## src/rtl/cpu_pkg.sv

```systemverilog
// Shared definitions for the 16-bit CPU control path: the sequencer state
// encoding, instruction-class field positions and the machine word width.
package cpu_pkg;

  localparam int WORD_W      = 16;
  localparam int IR_CLASS_HI = 15;
  localparam int IR_CLASS_LO = 14;

  typedef enum logic [2:0] {
    ST_FETCH  = 3'd0,
    ST_DECODE = 3'd1,
    ST_EXEC   = 3'd2,
    ST_MEM    = 3'd3,
    ST_WB     = 3'd4,
    ST_IDLE   = 3'd5,
    ST_HALT   = 3'd6,
    ST_FAULT  = 3'd7
  } state_t;

  // True for the states that make up an instruction in flight (FETCH..WB).
  function automatic logic is_active(state_t s);
    return (s == ST_FETCH) || (s == ST_DECODE) || (s == ST_EXEC) ||
           (s == ST_MEM) || (s == ST_WB);
  endfunction

endpackage

```

## src/rtl/ack_timer.sv

```systemverilog
// Wait counter for the RAM req/ack handshake. Counts cycles spent waiting
// in FETCH or MEM without an ack and flags the cycle in which the limit is
// reached. An ack in that same cycle suppresses the timeout.
// ACK_TIMEOUT = 0 disables the timeout entirely.
module ack_timer #(
  parameter int ACK_TIMEOUT = 15
) (
  input  logic clk,
  input  logic reset,
  input  logic waiting,
  input  logic mem_ack,
  output logic timeout
);

  localparam int TMR_W = (ACK_TIMEOUT < 2) ? 1 : $clog2(ACK_TIMEOUT + 1);

  logic [TMR_W-1:0] wait_q;
  logic [TMR_W-1:0] wait_d;

  // Count up while a request is outstanding; anything else (ack or leaving
  // the waiting states) returns the counter to zero for the next entry.
  always_comb begin
    wait_d = '0;
    if (waiting && !mem_ack) begin
      wait_d = wait_q + 1'b1;
    end
  end

  // Wait counter register.
  always_ff @(posedge clk or posedge reset) begin
    if (reset) begin
      wait_q <= '0;
    end else begin
      wait_q <= wait_d;
    end
  end

  generate
    if (ACK_TIMEOUT > 0) begin : g_limit
      localparam logic [TMR_W-1:0] LAST_WAIT = TMR_W'(ACK_TIMEOUT - 1);
      assign timeout = waiting && !mem_ack && (wait_q == LAST_WAIT);
    end else begin : g_no_limit
      assign timeout = 1'b0;
    end
  endgenerate

endmodule

```

## src/rtl/cpu_sequencer.sv

```systemverilog
// Multi-phase control sequencer for the 16-bit CPU:
// FETCH -> DECODE -> EXEC -> [MEM] -> WB, with HALT and FAULT absorbing
// states and performance counters for the debug display.
// Optional single-step support is compiled in with SINGLE_STEP_EN, which
// adds the step_mode and step ports.
module cpu_sequencer
  import cpu_pkg::*;
#(
  parameter int ACK_TIMEOUT = 15,
  parameter int CNT_W       = 16
) (
  input  logic             clk,
  input  logic             reset,
  input  logic             run,
  input  logic             mem_access,
  input  logic             is_store,
  input  logic             halt_req,
  input  logic             mem_ack,
  output logic             mem_req,
  output logic             mem_we,
  output logic             ir_load,
  output logic             pc_count,
  output logic             reg_load,
  output logic             exec,
  output logic [2:0]       phase,
  output logic             halted,
  output logic             fault,
  output logic [CNT_W-1:0] cycle_count,
  output logic [CNT_W-1:0] instr_count
`ifdef SINGLE_STEP_EN
  ,
  input  logic             step_mode,
  input  logic             step
`endif
);

  state_t           state_q;
  state_t           state_d;
  logic [CNT_W-1:0] cycle_count_q;
  logic [CNT_W-1:0] cycle_count_d;
  logic [CNT_W-1:0] instr_count_q;
  logic [CNT_W-1:0] instr_count_d;
  logic             waiting;
  logic             timeout;
  logic             start_go;
  logic             wb_continue;

`ifdef SINGLE_STEP_EN
  logic step_q;
  logic step_d;
  logic step_rise;

  // Remember last cycle's step level so a held button starts only one instruction.
  always_ff @(posedge clk or posedge reset) begin
    if (reset) begin
      step_q <= 1'b0;
    end else begin
      step_q <= step_d;
    end
  end

  assign step_d      = step;
  assign step_rise   = step && !step_q;
  assign start_go    = step_mode ? step_rise : run;
  assign wb_continue = run && !step_mode;
`else
  assign start_go    = run;
  assign wb_continue = run;
`endif

  assign waiting = (state_q == ST_FETCH) || (state_q == ST_MEM);

  ack_timer #(
    .ACK_TIMEOUT(ACK_TIMEOUT)
  ) u_ack_timer (
    .clk    (clk),
    .reset  (reset),
    .waiting(waiting),
    .mem_ack(mem_ack),
    .timeout(timeout)
  );

  // Next-state logic; run is only consulted in IDLE and WB so a dropped run
  // lets the current instruction finish.
  always_comb begin
    state_d = state_q;
    case (state_q)
      ST_IDLE:   if (start_go) state_d = ST_FETCH;
      ST_FETCH: begin
        if (mem_ack)      state_d = ST_DECODE;
        else if (timeout) state_d = ST_FAULT;
      end
      ST_DECODE: state_d = halt_req ? ST_HALT : ST_EXEC;
      ST_EXEC:   state_d = mem_access ? ST_MEM : ST_WB;
      ST_MEM: begin
        if (mem_ack)      state_d = ST_WB;
        else if (timeout) state_d = ST_FAULT;
      end
      ST_WB:     state_d = wb_continue ? ST_FETCH : ST_IDLE;
      ST_HALT:   state_d = ST_HALT;
      ST_FAULT:  state_d = ST_FAULT;
      default:   state_d = ST_IDLE;
    endcase
  end

  // Performance counters: active cycles and retired instructions, both wrapping.
  always_comb begin
    cycle_count_d = cycle_count_q;
    instr_count_d = instr_count_q;
    if (is_active(state_q)) begin
      cycle_count_d = cycle_count_q + 1'b1;
    end
    if (state_q == ST_WB) begin
      instr_count_d = instr_count_q + 1'b1;
    end
  end

  // State and counter registers.
  always_ff @(posedge clk or posedge reset) begin
    if (reset) begin
      state_q       <= ST_IDLE;
      cycle_count_q <= '0;
      instr_count_q <= '0;
    end else begin
      state_q       <= state_d;
      cycle_count_q <= cycle_count_d;
      instr_count_q <= instr_count_d;
    end
  end

  // Output decode from the registered state; fetch strobes also need the ack.
  always_comb begin
    mem_req  = 1'b0;
    mem_we   = 1'b0;
    ir_load  = 1'b0;
    pc_count = 1'b0;
    reg_load = 1'b0;
    exec     = 1'b0;
    case (state_q)
      ST_FETCH: begin
        mem_req  = 1'b1;
        ir_load  = mem_ack;
        pc_count = mem_ack;
      end
      ST_EXEC: exec = 1'b1;
      ST_MEM: begin
        mem_req = 1'b1;
        mem_we  = is_store;
        exec    = 1'b1;
      end
      ST_WB: begin
        exec     = 1'b1;
        reg_load = !(mem_access && is_store);
      end
      default: ;
    endcase
  end

  assign phase       = state_q;
  assign halted      = (state_q == ST_HALT);
  assign fault       = (state_q == ST_FAULT);
  assign cycle_count = cycle_count_q;
  assign instr_count = instr_count_q;

endmodule

```

## config.mk

```make
export PLATFORM = sky130hd
export DESIGN_NAME = cpu_sequencer
export DESIGN_NICKNAME = d
export VERILOG_FILES = /design/src/rtl/cpu_pkg.sv /design/src/rtl/ack_timer.sv /design/src/rtl/cpu_sequencer.sv
export SDC_FILE = /design/constraint.sdc
export NUM_CORES = 1
export LEC_CHECK = 0
export CAP_MARGIN = 25
export CORE_MARGIN = 1
export CORE_UTILIZATION = 35
export CTS_CLUSTER_SIZE = 12
export DETAILED_ROUTE_END_ITERATION = 16
export GPL_ROUTABILITY_DRIVEN = 0
export GPL_TIMING_DRIVEN = 0
export HOLD_SLACK_MARGIN = 0.1
export PLACE_DENSITY_LB_ADDON = 0.25
export RECOVER_POWER = 50
export SYNTH_ARGS = -nofsm -noshare
export SYNTH_HDL_FRONTEND = slang
export SYNTH_SLANG_ARGS = --single-unit
```

## constraint.sdc

```tcl
create_clock -name clk -period 1.57 [get_ports clk]
set_input_delay 0.314 -clock clk [delete_from_list [all_inputs] [get_ports clk]]
set_output_delay 0.314 -clock clk [all_outputs]
set_load 0.005 [all_outputs]
```

==> results.tsv <==
metric	value	unit
post-route non-filler standard cell count	357	
area of the die	0.00560	mm2
synthesized area divided by synthesized cell count	10.7	um2
highest achievable clock rate	0.552	GHz
DRC violations left	0	
Critical Path Start Type	flop	
maximum clock insertion buffer count	2	
wire length of the first global-routing pass	6.64	mm
number of flip-flops and latches in the synthesized netlist	39	
internal power consumption	3100	uW
number of buffers added to fix hold violations after cts	0	
met2 WL	2.37	mm
standard cell core area	0.00511	mm2
Sinks on Clock Net	39	
nets	297	
Num CTS Buffers	5	
port buffer count	49	
CTS tree	done	
post-detailed-placement cell area	0.00243	mm2
portion of total power attributed to combinational logic	50.6	%
Crit path largest cell delay	0.57	ns
Chip Width	74.8	um
final-layout setup total negative slack	-2.18	ns
Initial Utilization	36.4	%
sequential-to-total area share from yosys stat	52.7	%
failing checks	negative setup slack	
Maximum Capacitance Violations	0	
final hold violations	0	
power density cells	1490	mW/mm2
Diodes inserted	0	
row cnt	26	
net switching fraction of the power	33.1	%
top layer reached by signal wires	met4	
router iterations before antenna repair	4	
cells traversed along the worst timing path	or3b_4 -> a21oi_2 -> buf_2	
number of vias after detailed routing	1694	
commonest non-fill, non-tap cells in the layout	47 x sky130_fd_sc_hd__buf_4, 35 x sky130_fd_sc_hd__dfrtp_1, 33 x sky130_fd_sc_hd__clkdlybuf4s50_1	
RSZ-0062 raised after global routing	true	
Max-slew headroom	46.3	%
worst-case vdd ir drop	0.863	mV
start-to-end type of the worst setup path	reg -> out	
final worst slack	-0.243	ns
number of antenna violations at the first check in global routing	0	
CTS H-Tree Depth	2	
WP data required	1.26	ns
largest net degree at the start of global routing	40	
share of power burned in the clock network	18.6	%
setup skew after layout	0.00652	ns
antenna-violating nets left	0	
# IOs	50	
floorplan die height	74.8	um
setup violators final	14	
Detailed Place HPWL	2.66	mm
category of the worst setup path capture point	output pin	
slew at the pin closest to its max-slew limit	0.804	ns
final period utilization	115	%
Non-Filler Cell Area, Final	0.00311	mm2
Yosys Warn Count	0	
Total Wirelength	4.55	mm
overall overflow remaining after global route	0	
maximum net fanout on the critical path	4	
combined global-route utilization of all metal layers	16.0	%
clock edge transition at the registers on the reported setup and hold paths	0.07	ns
Post-Syn Nets	185	
number of cells after detailed placement	293	
Detail Route met3 WL	205	um
Arrival @ worst endpoint	1.50	ns
share of post-route cells with drive strength above 1	35.9	%
power dissipated by switching net loads	1540	uW
vias in the first global route	1447	
number of vias per cell after detailed routing	4.75	
clock network latency to the later pin of the worst-skew pair	0.29	ns
classification of the worst-slack hold path	reg -> reg	
most common cell after layout, fill and taps aside	sky130_fd_sc_hd__buf_4	
sequential fraction of design power	30.8	%
area of the mapped netlist	0.00186	mm2
Slowest-stage cell, CP	sky130_fd_sc_hd__dfstp_2	
Cell variety after synth	34	
standby leakage power	0.00150	uW
Initial DRC Count	54	
routed wirelength normalized by instance count	12.7	um
final critical path time including I/O delays and setup	1.81	ns
total routed wire length on the met1 layer	1.93	mm
Root Buffer	sky130_fd_sc_hd__clkbuf_8	
result of the run	finished with violations	
growth of design area from synthesis to finish	67.5	%
Final Max Slew Viols	0	
number of cells produced by synthesis	174	
==> synthesized netlist by cell type (all sizes together) <==
cell type	count	area, um2
dfrtp	37	926
nand3b	1	7.51
nor3	4	20.0
a21oi	4	20.0
nor4	1	21.3
ha	4	50.1
or3	1	6.26
inv	4	15.0
nand2b	3	18.8
or3b	1	8.76
and4	2	17.5
dfstp	2	52.6
mux2i	1	10.0
a31oi	2	12.5
and3	4	25.0
clkbuf	3	11.3
nand4	10	62.6
o21a	1	7.51
o22ai	1	6.26
nor2b	1	6.26
nor3b	1	12.5
buf	3	17.5
and2	2	12.5
o221ai	1	8.76
xor2	10	87.6
o21ai	3	15.0
xnor2	23	201
nand2	16	60.1
nand3	12	60.1
nor2	14	60.1
nor4b	1	8.76
a21boi	1	7.51
==> layout make-up <==
type	count	area (um2)
Tap cell	70	87.6
Clock inverter	2	35.0
Inverter	4	15.0
Timing Repair Buffer	109	962
Clock buffer	6	82.6
Buffer	2	22.5
Sequential cell	39	981
Multi-Input combinational cell	125	925
Fill cell	440	2000
==> power by group through the flow <==
stage	Clock, uW	Sequential (uW)	Combinational, uW
final	864	1430	2350
after global routing	933	1440	2540
after CTS	884	1440	1970
after detailed placement	0	1540	1420
after global placement	0	1540	1410
after floorplan	0	1500	731
==> routing by layer <==
| layer | track usage (%) | vias to the layer above |
|---|---|---|
| met3 | 6.16 | 4 |
| met4 | 3.14 | 0 |
| li1 | - | 815 |
| met2 | 26.1 | 49 |
| met5 | 0 | - |
| met1 | 20.3 | 826 |
==> kinds of logic after synthesis <==
logic type,after synthesis,share of synthesized area [%]
simple gates,74,22.0
flops,39,52.7
xor+xnor,33,15.6
compound gates,13,4.18
buf+inv,10,2.36
fa+ha+maj,4,2.70
mux,1,0.539
==> worst max-delay path: cells and delay by family (launching register included) <==
| kind | cells | cell delay [ns] |
|---|---|---|
| flip-flops | 1 | 0.57 |
| AND/OR/NAND/NOR | 1 | 0.42 |
| buffers and inverters | 1 | 0.12 |
| AO/OA/AOI/OAI | 1 | 0.11 |
==> through the flow <==
step	total power, uW	util, %	hold WS (ns)	worst slack, ns
floorplan	2230	-	0.455	-0.00687
global placement	2950	47.7	0.460	-0.635
detailed placement	2960	47.7	0.466	-0.609
CTS	4300	54.4	0.477	-0.301
global route	4910	60.9	0.489	-0.300
finish	4640	60.9	0.467	-0.243
==> sequential cells by signal (all words and copies together) (netlist names) <==
signal and flops:
phase 3, u_ack_timer.wait_q 4, instr_count 16, cycle_count 16
==> timing repair <==
item,CTS,global route
resized for setup,57,33
cloned,0,1
setup endpoints to repair,33,53
pin swaps,6,11
buffers inserted,21,38
==> path summary, 6_finish.rpt <==
path | start | to | slack (ns) | cells past startpoint
max | phase[2]$_DFFE_PP1P_ | reg_load | -0.24 | 3
min | cycle_count[15]$_DFFE_PP0P_ | cycle_count[15]$_DFFE_PP0P_ | 0.47 | 1
max reg2reg | phase[2]$_DFFE_PP1P_ | instr_count[13]$_DFFE_PP0P_ | -0.21 | 6
min reg2reg | cycle_count[15]$_DFFE_PP0P_ | cycle_count[15]$_DFFE_PP0P_ | 0.47 | 1
max in group asynchronous | reset | phase[1]$_DFFE_PP0P_ | 0.37 | 2
min in group asynchronous | reset | instr_count[15]$_DFFE_PP0P_ | 0.64 | 2
No activity file was read; power rests on OpenSTA's default activity.
